<file path="src/rtl/regfile_wb_pkg.sv">
// Shared types and widths for the register-file write-back front end.
package regfile_wb_pkg;

    localparam int DATA_W = 32;
    localparam int REG_AW = 5;
    localparam int NREG   = 1 << REG_AW;

    // FIFO and write-port payload; "regnum" because "reg" is a keyword
    typedef struct packed {
        logic [REG_AW-1:0] regnum;
        logic [DATA_W-1:0] data;
    } wb_entry_t;

    typedef enum logic [1:0] {
        SRC_NONE = 2'd0,
        SRC_ALU  = 2'd1,
        SRC_LD   = 2'd2
    } wb_src_e;

endpackage

</file>
<file path="src/rtl/wb_fifo.sv">
// Small synchronous FIFO of write-back entries with combinational head view.
module wb_fifo
    import regfile_wb_pkg::*;
#(
    parameter int DEPTH = 4
) (
    input  logic                   clk,
    input  logic                   rst,
    input  logic                   push,
    input  wb_entry_t              push_data,
    input  logic                   pop,
    output wb_entry_t              head,
    output logic                   full,
    output logic                   empty,
    output logic [$clog2(DEPTH):0] count
);

    localparam int PW = $clog2(DEPTH);

    wb_entry_t     mem [DEPTH];
    logic [PW-1:0] wr_ptr_reg;
    logic [PW-1:0] rd_ptr_reg;
    logic [PW:0]   count_reg;
    logic          do_push;
    logic          do_pop;

    assign full    = (count_reg == (PW+1)'(DEPTH));
    assign empty   = (count_reg == '0);
    assign count   = count_reg;
    assign do_push = push && !full;
    assign do_pop  = pop && !empty;
    // The head must be visible in the cycle the arbiter decides to pop it
    assign head    = mem[rd_ptr_reg];

    always_ff @(posedge clk) begin
        if (do_push) begin
            mem[wr_ptr_reg] <= push_data;
        end
    end

    always_ff @(posedge clk or posedge rst) begin
        if (rst) begin
            wr_ptr_reg <= '0;
            rd_ptr_reg <= '0;
            count_reg  <= '0;
        end else begin
            if (do_push) begin
                wr_ptr_reg <= wr_ptr_reg + PW'(1);
            end
            if (do_pop) begin
                rd_ptr_reg <= rd_ptr_reg + PW'(1);
            end
            case ({do_push, do_pop})
                2'b10:   count_reg <= count_reg + (PW+1)'(1);
                2'b01:   count_reg <= count_reg - (PW+1)'(1);
                default: count_reg <= count_reg;
            endcase
        end
    end

endmodule

</file>
<file path="src/rtl/regfile_writeback.sv">
// Merges ALU results and load returns onto the register-file write port and
// tracks pending loads. Define REGFILE_WB_BYPASS_EN to let loads skip an empty FIFO.
module regfile_writeback
    import regfile_wb_pkg::*;
#(
    parameter int LQ_DEPTH = 4
) (
    input  logic                      CLK,
    input  logic                      RST,
    input  logic                      ALU_VALID,
    input  logic [REG_AW-1:0]         ALU_REG,
    input  logic [DATA_W-1:0]         ALU_DATA,
    input  logic                      LD_ISSUE,
    input  logic [REG_AW-1:0]         LD_REG,
    input  logic                      LD_VALID,
    input  logic [REG_AW-1:0]         LD_RET_REG,
    input  logic [DATA_W-1:0]         LD_DATA,
    output logic                      LD_READY,
    output logic                      WE0,
    output logic [REG_AW-1:0]         REGNUM2,
    output logic [DATA_W-1:0]         data_in,
    output logic [NREG-1:0]           BUSY,
    output logic [$clog2(LQ_DEPTH):0] LQ_COUNT,
    output logic                      ERR
);

    logic      alu_sel;
    logic      ld_accept;
    logic      bypass;
    logic      push;
    logic      pop;
    logic      ld_set;
    logic      ld_clr;
    logic      fifo_full;
    logic      fifo_empty;
    logic      err_hit;
    wb_entry_t head;
    wb_entry_t wr_sel;
    wb_src_e   src;

    logic            we_reg;
    wb_entry_t       port_reg;
    logic [NREG-1:0] busy_reg;
    logic [NREG-1:0] busy_next;
    logic            err_reg;

    assign alu_sel   = ALU_VALID && (ALU_REG != '0);
    assign ld_accept = LD_VALID && LD_READY && (LD_RET_REG != '0);

`ifdef REGFILE_WB_BYPASS_EN
    assign bypass = ld_accept && fifo_empty && !alu_sel;
`else
    assign bypass = 1'b0;
`endif

    assign push = ld_accept && !bypass;

    always_comb begin
        src    = SRC_NONE;
        wr_sel = head;
        if (alu_sel) begin
            src    = SRC_ALU;
            wr_sel = '{regnum: ALU_REG, data: ALU_DATA};
        end else if (!fifo_empty) begin
            src    = SRC_LD;
            wr_sel = head;
        end else if (bypass) begin
            src    = SRC_LD;
            wr_sel = '{regnum: LD_RET_REG, data: LD_DATA};
        end
    end

    assign ld_clr = (src == SRC_LD);
    assign pop    = ld_clr && !fifo_empty;
    assign ld_set = LD_ISSUE && (LD_REG != '0);

    wb_fifo #(
        .DEPTH(LQ_DEPTH)
    ) u_fifo (
        .clk       (CLK),
        .rst       (RST),
        .push      (push),
        .push_data ('{regnum: LD_RET_REG, data: LD_DATA}),
        .pop       (pop),
        .head      (head),
        .full      (fifo_full),
        .empty     (fifo_empty),
        .count     (LQ_COUNT)
    );

    // Set beats clear when a new load reissues to the register being written back
    for (genvar gi = 0; gi < NREG; gi++) begin : g_busy
        assign busy_next[gi] = (ld_set && (LD_REG == REG_AW'(gi))) ||
                               (busy_reg[gi] && !(ld_clr && (wr_sel.regnum == REG_AW'(gi))));
    end

    assign err_hit = (ld_set && busy_reg[LD_REG]) ||
                     (LD_VALID && !LD_READY) ||
                     (alu_sel && busy_reg[ALU_REG]);

    always_ff @(posedge CLK or posedge RST) begin
        if (RST) begin
            we_reg   <= 1'b0;
            port_reg <= '0;
            busy_reg <= '0;
            err_reg  <= 1'b0;
        end else begin
            we_reg   <= (src != SRC_NONE);
            if (src != SRC_NONE) begin
                port_reg <= wr_sel;
            end
            busy_reg <= busy_next;
            err_reg  <= err_reg || err_hit;
        end
    end

    assign LD_READY = !fifo_full;
    assign WE0      = we_reg;
    assign REGNUM2  = port_reg.regnum;
    assign data_in  = port_reg.data;
    assign BUSY     = busy_reg;
    assign ERR      = err_reg;

endmodule

</file>
<file path="config.mk">
export PLATFORM = sky130hd
export DESIGN_NAME = regfile_writeback
export DESIGN_NICKNAME = d
export VERILOG_FILES = /design/src/rtl/regfile_wb_pkg.sv /design/src/rtl/wb_fifo.sv /design/src/rtl/regfile_writeback.sv
export SDC_FILE = /design/constraint.sdc
export NUM_CORES = 1
export LEC_CHECK = 0
export ABC_AREA = 1
export CAP_MARGIN = 40
export CELL_PAD_IN_SITES_DETAIL_PLACEMENT = 1
export CELL_PAD_IN_SITES_GLOBAL_PLACEMENT = 2
export CORE_MARGIN = 2
export CORE_UTILIZATION = 35
export CTS_BUF_LIST = sky130_fd_sc_hd__clkbuf_8
export DETAILED_ROUTE_END_ITERATION = 8
export GPL_ROUTABILITY_DRIVEN = 0
export GPL_TIMING_DRIVEN = 0
export PLACE_DENSITY_LB_ADDON = 0.15
export SYNTH_ARGS = -nofsm -noshare
export SYNTH_HDL_FRONTEND = slang
export SYNTH_HIERARCHICAL = 1
export SYNTH_SLANG_ARGS = --single-unit
</file>
<file path="constraint.sdc">
create_clock -name CLK -period 3.95 [get_ports CLK]
set_clock_uncertainty 0.2 [all_clocks]
set_input_delay 0.395 -clock CLK [delete_from_list [all_inputs] [get_ports CLK]]
set_output_delay 0.395 -clock CLK [all_outputs]
set_load 0.005 [all_outputs]
</file>
After elaboration in Yosys (flattened, before gate mapping):

Memory sizes are Yosys's and may differ from the RTL's.
Cells that the tools add are included.

* register bits: 78
* memory bits (writable): 148
* bits of input ports: 84
* output and inout port bits: 75
* memories: 1

* add/sub/neg operators: 4
* order comparisons: 2
* equality and inequality tests: 66
* mux-type cells: 10
* reduce and logical (&&, ||, !) cells: 183

Memories
* u_fifo.mem: words 4, bits a word 37, read ports 1, clocked after memory_dff 0, write ports 1, line wb_fifo.sv:20 `wb_entry_t mem [DEPTH];`

Operators with widths (number)
* 5-bit == test (second input constant): 32
* 1-bit logical AND: 106
* 5-bit by 4-bit == test with 1-bit output (second input constant): 16
* 5-bit by 3-bit == test with 1-bit output (second input constant): 8
* 37-bit two-way mux: 1
* 1-bit logical OR: 35
* 1-bit zero test: 34
* 5-bit by 2-bit == test with 1-bit output (second input constant): 4
* 5-bit nonzero test: 3
* 5-bit by 6-bit less-than comparator with 1-bit output (second input constant): 2
* 1-bit binary-select mux with 5-bit select: 2
* 5-bit by 1-bit == test with 1-bit output (second input constant): 2
* 5-bit zero test: 2
* 3-bit one-hot mux with 2 select lines: 1
* 2-bit by 1-bit adder with 2-bit output (second input constant): 2
* 2-bit == test (second input constant): 2
* 1-bit two-way mux: 4
* 2-bit two-way mux: 2
* 2-bit nonzero test: 2
* 3-bit by 1-bit adder with 3-bit output (second input constant): 1
* 3-bit == test (second input constant): 1
* 3-bit zero test: 1
* 3-bit by 1-bit subtractor with 3-bit output (second input constant): 1
* 2-bit by 1-bit == test with 1-bit output (second input constant): 1

Longest topological paths before layout:

Gate-level depths: netlist of the first run.

* depth after elaboration: 8
* mapped depth: 17

Cells and area by module:

Netlist of the first run, hierarchy kept.

Modules (own cells, without submodules)
* wb_fifo: times used 1, cells an instance 494, area an instance 6348.6 um2, seq. area each 4619.4 um2
* regfile_writeback: times used 1, cells an instance 608, area an instance 4155.2 um2, seq. area each 1776.7 um2

Least setup slack after synthesis of the first run:

OpenSTA, ideal clock, no wires.

* path kind: register to register
* from: register u_fifo.count_reg[0] (netlist: u_fifo/count[0])
* to: memory u_fifo/mem[0][0] (netlist bit) (enable)
* library setup time: 431 ps
* data arrival time: 2651 ps
* required time: 3319 ps
* slack: 668 ps
* cell stages (with the launch flop): 9
* buffers on the path: 0
* cells stage by stage: dfrtp_1 > inv_1 > nand3_1 > inv_1 > inv_1 > o311ai_0 > inv_1 > nand2_1 > nor2_1

* longest elaborated chain between the ends: 7

RTL lines
* start: declaration: line wb_fifo.sv:23 `logic [PW:0] count_reg;`
* start signal: assignment: line wb_fifo.sv:54 `2'b10: count_reg <= count_reg + (PW+1)'(1);`
* start signal: assignment: line wb_fifo.sv:55 `2'b01: count_reg <= count_reg - (PW+1)'(1);`
* start signal: assignment: line wb_fifo.sv:56 `default: count_reg <= count_reg;`
* 3-bit == test: line wb_fifo.sv:27 `assign full = (count_reg == (PW+1)'(DEPTH));`
* net fifo_full: line regfile_writeback.sv:34 `logic fifo_full;`
* 1-bit zero test: line regfile_writeback.sv:117 `assign LD_READY = !fifo_full;`
* net LD_READY: line regfile_writeback.sv:18 `output logic LD_READY,`
* 1-bit logical AND (2 in a row): line regfile_writeback.sv:48 `assign ld_accept = LD_VALID && LD_READY && (LD_RET_REG != '0);`
* net ld_accept: line regfile_writeback.sv:28 `logic ld_accept;`
* 1-bit logical AND: line wb_fifo.sv:30 `assign do_push = push && !full;`
* 1-bit two-way mux: line wb_fifo.sv:36 `if (do_push) begin`
* 1-bit two-way mux (not written as such): line wb_fifo.sv:37 `mem[wr_ptr_reg] <= push_data;`
* end: declaration: line wb_fifo.sv:20

The timed path passes the listed nets, and every way through them passes these cells.

Worst setup path after layout of the first run:

* from: input ALU_REG[3]
* to: register u_fifo.count_reg[2] (netlist: u_fifo/count[2])

* longest elaborated chain between the ends: 8
* elaborated cells between the ends (all ways): 10

RTL lines
* start: declaration: line regfile_writeback.sv:11 `input logic [REG_AW-1:0] ALU_REG,`
* 5-bit nonzero test (*): line regfile_writeback.sv:47 `assign alu_sel = ALU_VALID && (ALU_REG != '0);`
* 1-bit logical AND (*): line regfile_writeback.sv:47
* 2-bit two-way mux (*): line regfile_writeback.sv:61 `if (alu_sel) begin`
* 2-bit == test (*): line regfile_writeback.sv:73 `assign ld_clr = (src == SRC_LD);`
* 1-bit logical AND (*): line regfile_writeback.sv:74 `assign pop = ld_clr && !fifo_empty;`
* net pop: line regfile_writeback.sv:31 `logic pop;`
* 1-bit logical AND (*): line wb_fifo.sv:31 `assign do_pop = pop && !empty;`
* net u_fifo.do_pop: line wb_fifo.sv:25 `logic do_pop;`
* 2-bit by 1-bit == test with 1-bit output / 2-bit == test (equally long branches): line wb_fifo.sv:53 `case ({do_push, do_pop})`
* 3-bit one-hot mux with 2 select lines / 2-bit nonzero test (equally long branches)

Mark *: on every way through the listed nets, which the timed path passes. The rest lies on a longest branch.
A chain may end at the register's enable or synchronous reset.

==> results of run 1 <==
==> cells in the mapped netlist <==
master / count
or3_1: 1
nand2_2: 4
inv_1: 147
o311ai_0: 1
a211o_1: 1
fa_1: 1
nor2_1: 36
ha_1: 5
inv_2: 4
nor4_1: 1
nand2_1: 392
nor2_4: 10
buf_6: 14
dfrtp_1: 78
edfxtp_1: 148
o22ai_1: 1
nand2_4: 1
o21ai_0: 12
xnor2_1: 1
o21ai_1: 2
nor2_2: 3
buf_4: 4
o211ai_1: 74
a22oi_1: 1
nor3_1: 3
nand3_1: 102
clkbuf_1: 18
buf_2: 13
a21oi_1: 10
nand4_1: 10
nand4_4: 1
o21ai_2: 3
==> cell type report <==
cell class / count / area (um^2)
plain buffers: 49 / 320
inverters: 151 / 569
well taps: 390 / 488
fillers: 3399 / 16100
clock buffers: 46 / 633
repair buffers: 162 / 1690
clock inverters: 25 / 148
multi-input cells: 676 / 3250
flip-flops and latches: 226 / 6400
==> worst paths after layout <==
path,start,to,slack [ps]
worst max-delay path,ALU_REG[3],u_fifo/count[2],840
worst max register to register,u_fifo/count[0],u_fifo/count[2],930
min in group asynchronous,RST,u_fifo/rd_ptr_reg[1],570
worst min register to register,data_in[18],data_in[18],280
max in group asynchronous,RST,BUSY[3],2350
worst min-delay path,LD_REG[4],BUSY[31],140
==> cell families after synthesis <==
| group | Yosys count | synth area share |
|---|---|---|
| XOR/XNOR | 1 | 0.000834 |
| flip-flops | 226 | 0.609 |
| adder cells (fa/ha/maj) | 6 | 0.00786 |
| buffers and inverters | 200 | 0.0845 |
| AND/OR/NAND/NOR | 564 | 0.228 |
| AO/OA/AOI/OAI | 105 | 0.0698 |
==> through the flow <==
step	setup WS, ps	setup TNS [ps]
global route	618	0
detailed placement	229	0
finish	842	0
global placement	-1250	-193510
floorplan	668	0
CTS	796	0
==> report_power, final <==
| part | switching, mW | internal [mW] | leakage (nW) | total (mW) |
|---|---|---|---|---|
| Sequential | 0.379 | 3.23 | 2.29 | 3.61 |
| Clock | 0.971 | 1.14 | 0.451 | 2.11 |
| Combinational | 2.18 | 1.56 | 3.10 | 3.74 |
| Total | 3.53 | 5.93 | 5.85 | 9.46 |
==> routing by layer <==
metal | global-route usage | vias to the layer above | wire (um)
met1 | 0.267 | 4106 | 14100
met2 | 0.353 | 175 | 15700
met3 | 0.0352 | 47 | 1410
met5 | 0 | - | 0
li1 | - | 4030 | -
met4 | 0.0548 | 0 | 607
==> critical path, cell delays in order <==
cell and delay, ps:
clkdlybuf4s50_1 590, nor2_4 230, nand4_4 120, nand2_4 120, nand2_2 100, inv_1 250
buf_2 390, nand2_1 120, inv_1 80, ha_1 160, inv_1 70, fa_1 380
nand2_1 110, nand3_1 80, nand2_1 60, nand2_1 50
==> repair_timing <==
item | in CTS | in global routing
endpoints found under the hold margin | 7 | 0
endpoints found under the setup margin | 0 | 0
hold buffers | 1 | 0
gates resized for setup | 0 | 0
==> reports/results.ini, run 1 <==
[outcome]
status = finished clean

[synth]
ys_seq_area_frac = 0.609
yosysWarnings = 6
ys_types = 32
synth_seq_cells = 226
syn_avg_cell_area_um2 = 9.53
synthTopCellsByArea = edfxtp_1 (42%), dfrtp_1 (19%), nand2_1 (14%)
yosys.area.top_type = edfxtp_1
syn_inst = 1102
synth_area_um2 = 10500
synth.top_cell.area_share = 0.423
syn_nets = 1192

[worst_setup_path]
path_class = in -> reg
worstPathRequired_ps = 4180
worstPathMaxFanout = 12
crit_path_end_kind = flop
arrival_ps = 3330
startpoint_type = input pin
r2r.worst_path.cells = 16

[clock_tree]
cts.clk_slew.worst_paths_ps = 60
cts_buffer_depth = 3
cts_buffers = 40
cts_tree = done
insertion_delay_ps = 540
cts.sinks = 226
post-cts-setup-buffers = 0
cts-root-buf = clkbuf_8
h-tree-depth = 2

[timing]
timing.hold.ws_ps = 140
slew_violations = 0
fmax_mhz = 322
min_period_ps = 3110
max_slew_margin = 0.493
finalCritPeriodShare = 0.787
setup_viol = 0
tightestPinTransition_ps = 759
rsz0062_at_grt = false
hold_viol = 0

[floorplanning]
ios = 159
num_rows = 63
coreArea_um2 = 29600
die_w_um = 177
initial_core_util = 0.355
die_h_um = 177
die_area_um2 = 31400

[detailed_routing]
drt_pass1_iterations = 4
ant_nets = 0
drcViolationCount = 0
routed_via_density = 4.85
drt_iter0_markers = 467
vias = 8358
wl_um = 31800
avgRoutedWirePerCell_um = 18.5

[global_route]
grt_pass1_vias = 8574
grt_max_degree = 47
grt.overflow.total = 0
grt_usage = 0.205
grt_pass1_wl_um = 48800
grt_antenna_before_repair = 0

[finish]
fin_cells = 1725
fin_area_um2 = 13500
layout_common_cells = nand2_1 (392), inv_1 (157), clkdlybuf4s50_1 (156)
diodes = 0
fin_nets = 1396
area_delta_synth_final_pct = 28.4
top_register = u_fifo/mem
finish.utilization = 0.456
drive_gt1_frac = 0.0929
largest_reg_flops = 148
layout_commonest_cell = nand2_1

[place]
dp.cells = 1653
dpl-instance-area_um2 = 12700
hpwlAfterDp_um = 22700
portBuffers = 156

[pwr]
power_density_nw_per_um2 = 701
leakage_nw = 5.85
vdd_ir_drop_max_mv = 0.332
total_power_mw = 9.46

[flow_run]
drv_cap = 0

[hold_path]
min_path_cells = 3
min_path_type = in -> reg

Note: power is estimated with default switching activity, not from simulation.
==> inputs of run 2 (changes only) <==
--- a/config.mk
+++ b/config.mk
@@ -10,7 +10,7 @@
 export CELL_PAD_IN_SITES_DETAIL_PLACEMENT = 1
 export CELL_PAD_IN_SITES_GLOBAL_PLACEMENT = 2
 export CORE_MARGIN = 2
-export CORE_UTILIZATION = 35
+export CORE_UTILIZATION = 32
 export CTS_BUF_LIST = sky130_fd_sc_hd__clkbuf_8
 export DETAILED_ROUTE_END_ITERATION = 8
 export GPL_ROUTABILITY_DRIVEN = 0
==> constraint.sdc (replaced) <==
create_clock -name CLK -period 2.6 [get_ports CLK]
set_clock_uncertainty 0.2 [all_clocks]
set_input_delay 0.26 -clock CLK [delete_from_list [all_inputs] [get_ports CLK]]
set_output_delay 0.26 -clock CLK [all_outputs]
set_load 0.005 [all_outputs]
==> run 2 against run 1 <==
Worst setup slack lost 720 ps. Count of clock-buffer cells in the layout grew 4. Register-to-register slack lost 810 ps. Critical path depth is the same. Sequential cell count is the same. Sequential power grew 52%. Core utilization shrank 2.6 points. Total power grew 61%. Final cell count grew 4.4%. Die area grew 9.2%. Non-clock buffer count grew 14. Largest power group unchanged.
==> reports/results.ini, run 2 (synthesis gave the netlist of run 1 again) <==
[worst_setup_path]
arrival_ps = 2740  ; -590 ps
slowest_delay_ps = 410  ; -180 ps
critical_path.cell_chain = inv_2, nand3_4, inv_1, inv_1, nand2_4, clkinvlp_4, buf_8, nand2_1, inv_1, ha_1, inv_1, fa_1, nand2_1, nand3_1, nand2_1, nand2_1
critPathSlowestCell = dfrtp_2
worstPathMaxFanout = 12  ; unchanged
crit_path_end_kind = flop
worstPathRequired_ps = 2860  ; -1320 ps
path_class = reg -> reg
startpoint_type = flop

[clock_tree]
insertion_delay_ps = 570  ; +30 ps
cts_buffers = 42  ; +5.0%
cts_tree = done
cts-root-buf = clkbuf_8
h-tree-depth = 2  ; unchanged
cts.sinks = 226  ; unchanged
cts_buffer_depth = 3  ; unchanged
cts.clk_slew.worst_paths_ps = 70  ; about the same

[floorplanning]
die_h_um = 185  ; +4.5%
die_area_um2 = 34300  ; +9.2%
initial_core_util = 0.324  ; -0.0317
num_rows = 66  ; +4.8%
ios = 159  ; unchanged
coreArea_um2 = 32500  ; +9.8%
die_w_um = 185  ; +4.5%

[pwr]
pwr-share-clk = 0.247  ; +0.024
p_sw_frac = 0.368  ; -0.00490
internal-power_mw = 9.64  ; +63%
vdd_ir_drop_max_mv = 0.424  ; +27%
p_sw_mw = 5.62  ; +59%
comb_power_share = 0.393  ; -0.002
power_density_nw_per_um2 = 1090  ; +56%
p_seq_frac = 0.360  ; -0.022
leakage_nw = 6.03  ; +3.1%

[finish]
drive_gt1_frac = 0.114  ; +0.0213
layout_commonest_cell = nand2_1
fin_nets = 1414  ; +1.3%
largest_reg_flops = 148  ; unchanged
top_register = u_fifo/mem
layout_common_cells = nand2_1 (391), clkdlybuf4s50_1 (154), inv_1 (150)
fin_area_um2 = 14000  ; +3.5%
area_delta_synth_final_pct = 32.9

[timing]
min_period_ps = 2480
tightestPinTransition_ps = 680  ; -79.1 ps
tns_ps = 0  ; unchanged
hold_viol = 0  ; unchanged
slew_violations = 0  ; unchanged
max_slew_margin = 0.546  ; +0.0534
fmax_mhz = 403
rsz0062_at_grt = true
timing.hold.ws_ps = 57.4  ; -83.0 ps
setup_viol = 0  ; unchanged
finalCritPeriodShare = 0.954
worst_slack_ps = 120  ; -721 ps

[flow_run]
drv_cap = 0  ; unchanged

[detailed_routing]
routed_via_density = 4.67  ; -3.6%
top_layer_used = met4
wl_met3_um = 1750  ; +24%
avgRoutedWirePerCell_um = 18.7  ; +1.4%
ant_nets = 0  ; unchanged
drt_iter0_markers = 308  ; -34%
drt_pass1_iterations = 4  ; unchanged
wl_um = 33700  ; +5.8%
wl_met2_um = 16900  ; +7.4%
wl_met1_um = 14400  ; +2.0%
drcViolationCount = 0  ; unchanged
vias = 8411  ; +0.63%

[global_route]
grt.overflow.total = 0  ; unchanged
grt_max_degree = 50  ; +6.4%
grt_pass1_vias = 8913  ; +4.0%
grt_pass1_wl_um = 52100  ; +6.8%
grt_usage = 0.203  ; -0.00202
grt_antenna_before_repair = 2  ; +2

[hold_path]
min_path_type = in -> reg

[place]
hpwlAfterDp_um = 23400  ; +3.1%
portBuffers = 156  ; unchanged
dp_slack_ps = -1000  ; -1230 ps
dpl-instance-area_um2 = 12800  ; +0.85%

[outcome]
status = finished clean

[run 2: changes by cell type in the layout (fill, tap and decap cells not counted), moves of 3 or more]
cell       change
buf_16         +3
buf_4          +9
bufinv_16      +3
inv_1          -7
clkbuf_8       +4
[run 2: what timing repair did]
action | CTS | global route
buffers inserted | 2 | 9
endpoints found under the setup margin | 114 | 121
cloned | 2 | 0
gates resized for setup | 11 | 15
pin swaps | 3 | 4
hold buffers | 3 | 0
endpoints found under the hold margin | 35 | 0
[run 2: worst max-delay path, delay by kind of cell, from the launching register on]
kind	cells	cell delay, ps
simple gates	7	590
buf+inv	7	620
flops	1	410
fa+ha+maj	2	550
[run 2: area by class of cell]
type / count / area, um^2
plain buffers: 49 / 335
well taps: 442 / 553
repair buffers: 176 / 1860
clock inverters: 27 / 236
multi-input cells: 678 / 3310
diodes: 2 / 5.00
clock buffers: 50 / 688
flip-flops and latches: 226 / 6400
inverters: 151 / 576
fillers: 3680 / 18500
[run 2: power groups by stage]
| stage | clock (mW) | sequential [mW] | combinational (mW) |
|---|---|---|---|
| final | 3.77 | 5.49 | 6.00 |
| after CTS | 3.91 | 5.51 | 5.98 |
| after global routing | 4.05 | 5.62 | 6.69 |
| after global placement | 0 | 5.57 | 5.56 |
| after detailed placement | 0 | 5.57 | 5.85 |
| after floorplan | 0 | 5.47 | 3.02 |
[run 2: worst paths after layout]
kind	slack, ps	startpoint	end	cells past startpoint
min in group asynchronous	410	RST	u_fifo/rd_ptr_reg[1]	3
setup / recovery	120	u_fifo/count[2]	u_fifo/count[2]	16
setup reg to reg	120	u_fifo/count[2]	u_fifo/count[2]	16
hold reg to reg	290	BUSY[0]	BUSY[0]	2
max in group asynchronous	1150	RST	data_in[4]	4
hold / removal	60	ALU_DATA[25]	data_in[25]	3
[run 2: metal layers]
layer / vias up / track usage
met5: - / 0
met4: 0 / 0.0562
met3: 51 / 0.0385
met2: 196 / 0.361
met1: 4081 / 0.252
li1: 4083 / -
[run 2: per-stage QoR]
step | util | power, mW | cells
2_1_floorplan | - | 8.48 | 1102
3_3_place_gp | 0.389 | 11.1 | 1700
3_5_place_dp | 0.395 | 11.4 | 1706
4_1_cts | 0.426 | 15.4 | 1790
5_1_grt | 0.430 | 16.4 | 1800
6_report | 0.430 | 15.3 | 1801
==> inputs of run 3 (changes only) <==
--- a/config.mk
+++ b/config.mk
@@ -15,7 +15,7 @@
 export DETAILED_ROUTE_END_ITERATION = 8
 export GPL_ROUTABILITY_DRIVEN = 0
 export GPL_TIMING_DRIVEN = 0
-export PLACE_DENSITY_LB_ADDON = 0.15
+export PLACE_DENSITY = 0.89
 export SYNTH_ARGS = -nofsm -noshare
 export SYNTH_HDL_FRONTEND = slang
 export SYNTH_HIERARCHICAL = 1
==> run 3 against run 2 <==
Count of clock-buffer cells in the layout decreased by 4. Cell area decreased by 0.24%. Sequential cell count unchanged. Critical endpoint unchanged. Largest cell class unchanged. Highest routed layer is now met5.
==> reports/results.ini, run 3 (synthesis gave the netlist of run 1 again) <==
[global_route]
grt.overflow.total = 0  ; unchanged
grt_antenna_before_repair = 3  ; +1
grt_pass1_vias = 9187  ; +3.1%
grt_max_degree = 56  ; +12%
grt_pass1_wl_um = 52200  ; +0.20%
grt_usage = 0.202  ; -0.00128

[finish]
largest_reg_flops = 148  ; unchanged
diodes = 0  ; -2
area_delta_synth_final_pct = 32.6
fin_nets = 1413  ; -0.071%
fin_cells = 1799  ; -0.11%
layout_commonest_cell = nand2_1
layout_common_cells = nand2_1 (390), clkdlybuf4s50_1 (155), inv_1 (148), edfxtp_1 (148), nand3_1 (100)
top_register = u_fifo/mem
finish.utilization = 0.429  ; -0.00104
fillCellCount = 3668  ; -0.33%
drive_gt1_frac = 0.111  ; -0.00368

[place]
portBuffers = 156  ; unchanged
hpwlAfterDp_um = 23400  ; -0.17%
dp_slack_ps = -992  ; +8.76 ps
dp.cells = 1705  ; -0.059%

[floorplanning]
num_rows = 66  ; unchanged
die_w_um = 185  ; unchanged
die_h_um = 185  ; unchanged
coreArea_um2 = 32500  ; unchanged
die_area_um2 = 34300  ; unchanged
initial_core_util = 0.324  ; unchanged
ios = 159  ; unchanged

[worst_setup_path]
worstPathRequired_ps = 2840  ; -20 ps
critPathSlowestCell = clkdlybuf4s50_1
worstPathMaxFanout = 6  ; -6
path_buf_inv = 4  ; -3
crit_path_frequent_cell = inv_1
crit_path_end_kind = flop
critical_path.cell_chain = clkdlybuf4s50_1, or3_1, o311ai_0, inv_1, nand2_4, ha_1, inv_1, fa_2, inv_1, nand2_1, nand4_1, nand2_1
path_class = in -> reg
startpoint_type = input pin
slowest_delay_ps = 470  ; +60 ps
crit_family = simple AND/OR/NAND/NOR gates
arrival_ps = 2780  ; +40 ps

[detailed_routing]
ant_nets = 0  ; unchanged
wl_um = 34000  ; +0.86%
routed_via_density = 4.80  ; +2.9%
drcViolationCount = 0  ; unchanged
drt_iter0_markers = 422  ; +37%
vias = 8642  ; +2.7%
drt_pass1_iterations = 4  ; unchanged
avgRoutedWirePerCell_um = 18.9  ; +0.97%

[clock_tree]
cts_buffers = 42  ; unchanged
cts.clk_slew.worst_paths_ps = 60  ; about the same
h-tree-depth = 2  ; unchanged
cts_tree = done
cts-root-buf = clkbuf_8
cts_buffer_depth = 3  ; unchanged
insertion_delay_ps = 560  ; about the same
cts.sinks = 226  ; unchanged

[timing]
slew_violations = 0  ; unchanged
rsz0062_at_grt = true
setup_viol = 0  ; unchanged
hold_viol = 0  ; unchanged
min_period_ps = 2540  ; +60.9 ps
finalCritPeriodShare = 0.977  ; +0.0234
worst_slack_ps = 59.4  ; -60.9 ps
tightestPinTransition_ps = 679  ; -0.436 ps
max_slew_margin = 0.547  ; +0.000779
fmax_mhz = 394  ; -2.4%

[hold_path]
min_path_type = in -> reg

[pwr]
vdd_ir_drop_max_mv = 0.571  ; +35%
leakage_nw = 5.98  ; -0.77%
power_density_nw_per_um2 = 1100  ; +0.37%

[flow_run]
drv_cap = 0  ; unchanged

[outcome]
status = finished clean

-- run 3: cell count changes in the layout (fill, tap and decap cells not counted), moves of 3 or more --
cell      change
buf_12        +4
clkinv_1      +6
clkinv_2      -3
buf_16        -3
clkbuf_8      -4
-- run 3: worst paths after layout --
path                            startpoint              end  slack (ps)  cells past startpoint
setup reg to reg           u_fifo/count[1]  u_fifo/count[1]          80                     13
hold reg to reg                 REGNUM2[3]       REGNUM2[3]         290                      2
setup / recovery             LD_RET_REG[3]  u_fifo/count[2]          60                     12
min in group asynchronous              RST      data_in[27]         420                      3
max in group asynchronous              RST         BUSY[21]        1150                      4
hold / removal                ALU_DATA[13]      data_in[13]          80                      3
-- run 3: layer usage --
metal  up-vias  routed length [um]  track usage
met2       238               17000        0.359
met3        49                1990       0.0421
met1      4278               14300        0.248
met4         6                 553       0.0556
met5         -                  45            0
li1       4071                   -            -
-- run 3: power breakdown --
part	total [mW]	switching (mW)	internal [mW]	leakage, nW
clock	3.76	1.61	2.15	0.489
sequential	5.55	0.642	4.91	2.29
combinational	5.97	3.44	2.53	3.20
-- run 3: tightest hold or removal path, stage by stage --
cell	delay, ps
clkdlybuf4s50_1	390
nand2_1	60
nand3_1	70
-- run 3: area by class of cell --
class                      instances  area, um^2  area share
tap                              442         553      0.0397
multi-input combinational        676        3290       0.236
clock buffer                      46         633      0.0455
inverter                         151         573      0.0412
buffer                            49         332      0.0238
clock inverter                    32         285      0.0205
timing repair buffer             177        1860       0.134
sequential                       226        6400       0.459
-- run 3: through the flow --
stage | cell area [um^2] | setup TNS (ps) | total power [mW] | hold slack (ps)
floorplan | 10500 | -17140 | 8.48 | -137
global placement | 12600 | -287950 | 11.0 | 273
detailed placement | 12800 | -51520 | 11.4 | 281
CTS | 13800 | 0 | 15.3 | 44.4
global route | 13900 | -124 | 16.3 | 61.1
finish | 13900 | 0 | 15.3 | 75.6
-- run 3: repair_timing --
item,in CTS,in global routing
resized for setup,11,10
pin swaps,4,1
setup buffers,5,7
hold buffers,4,0
endpoints found under the hold margin,27,0
setup endpoints to repair,130,19
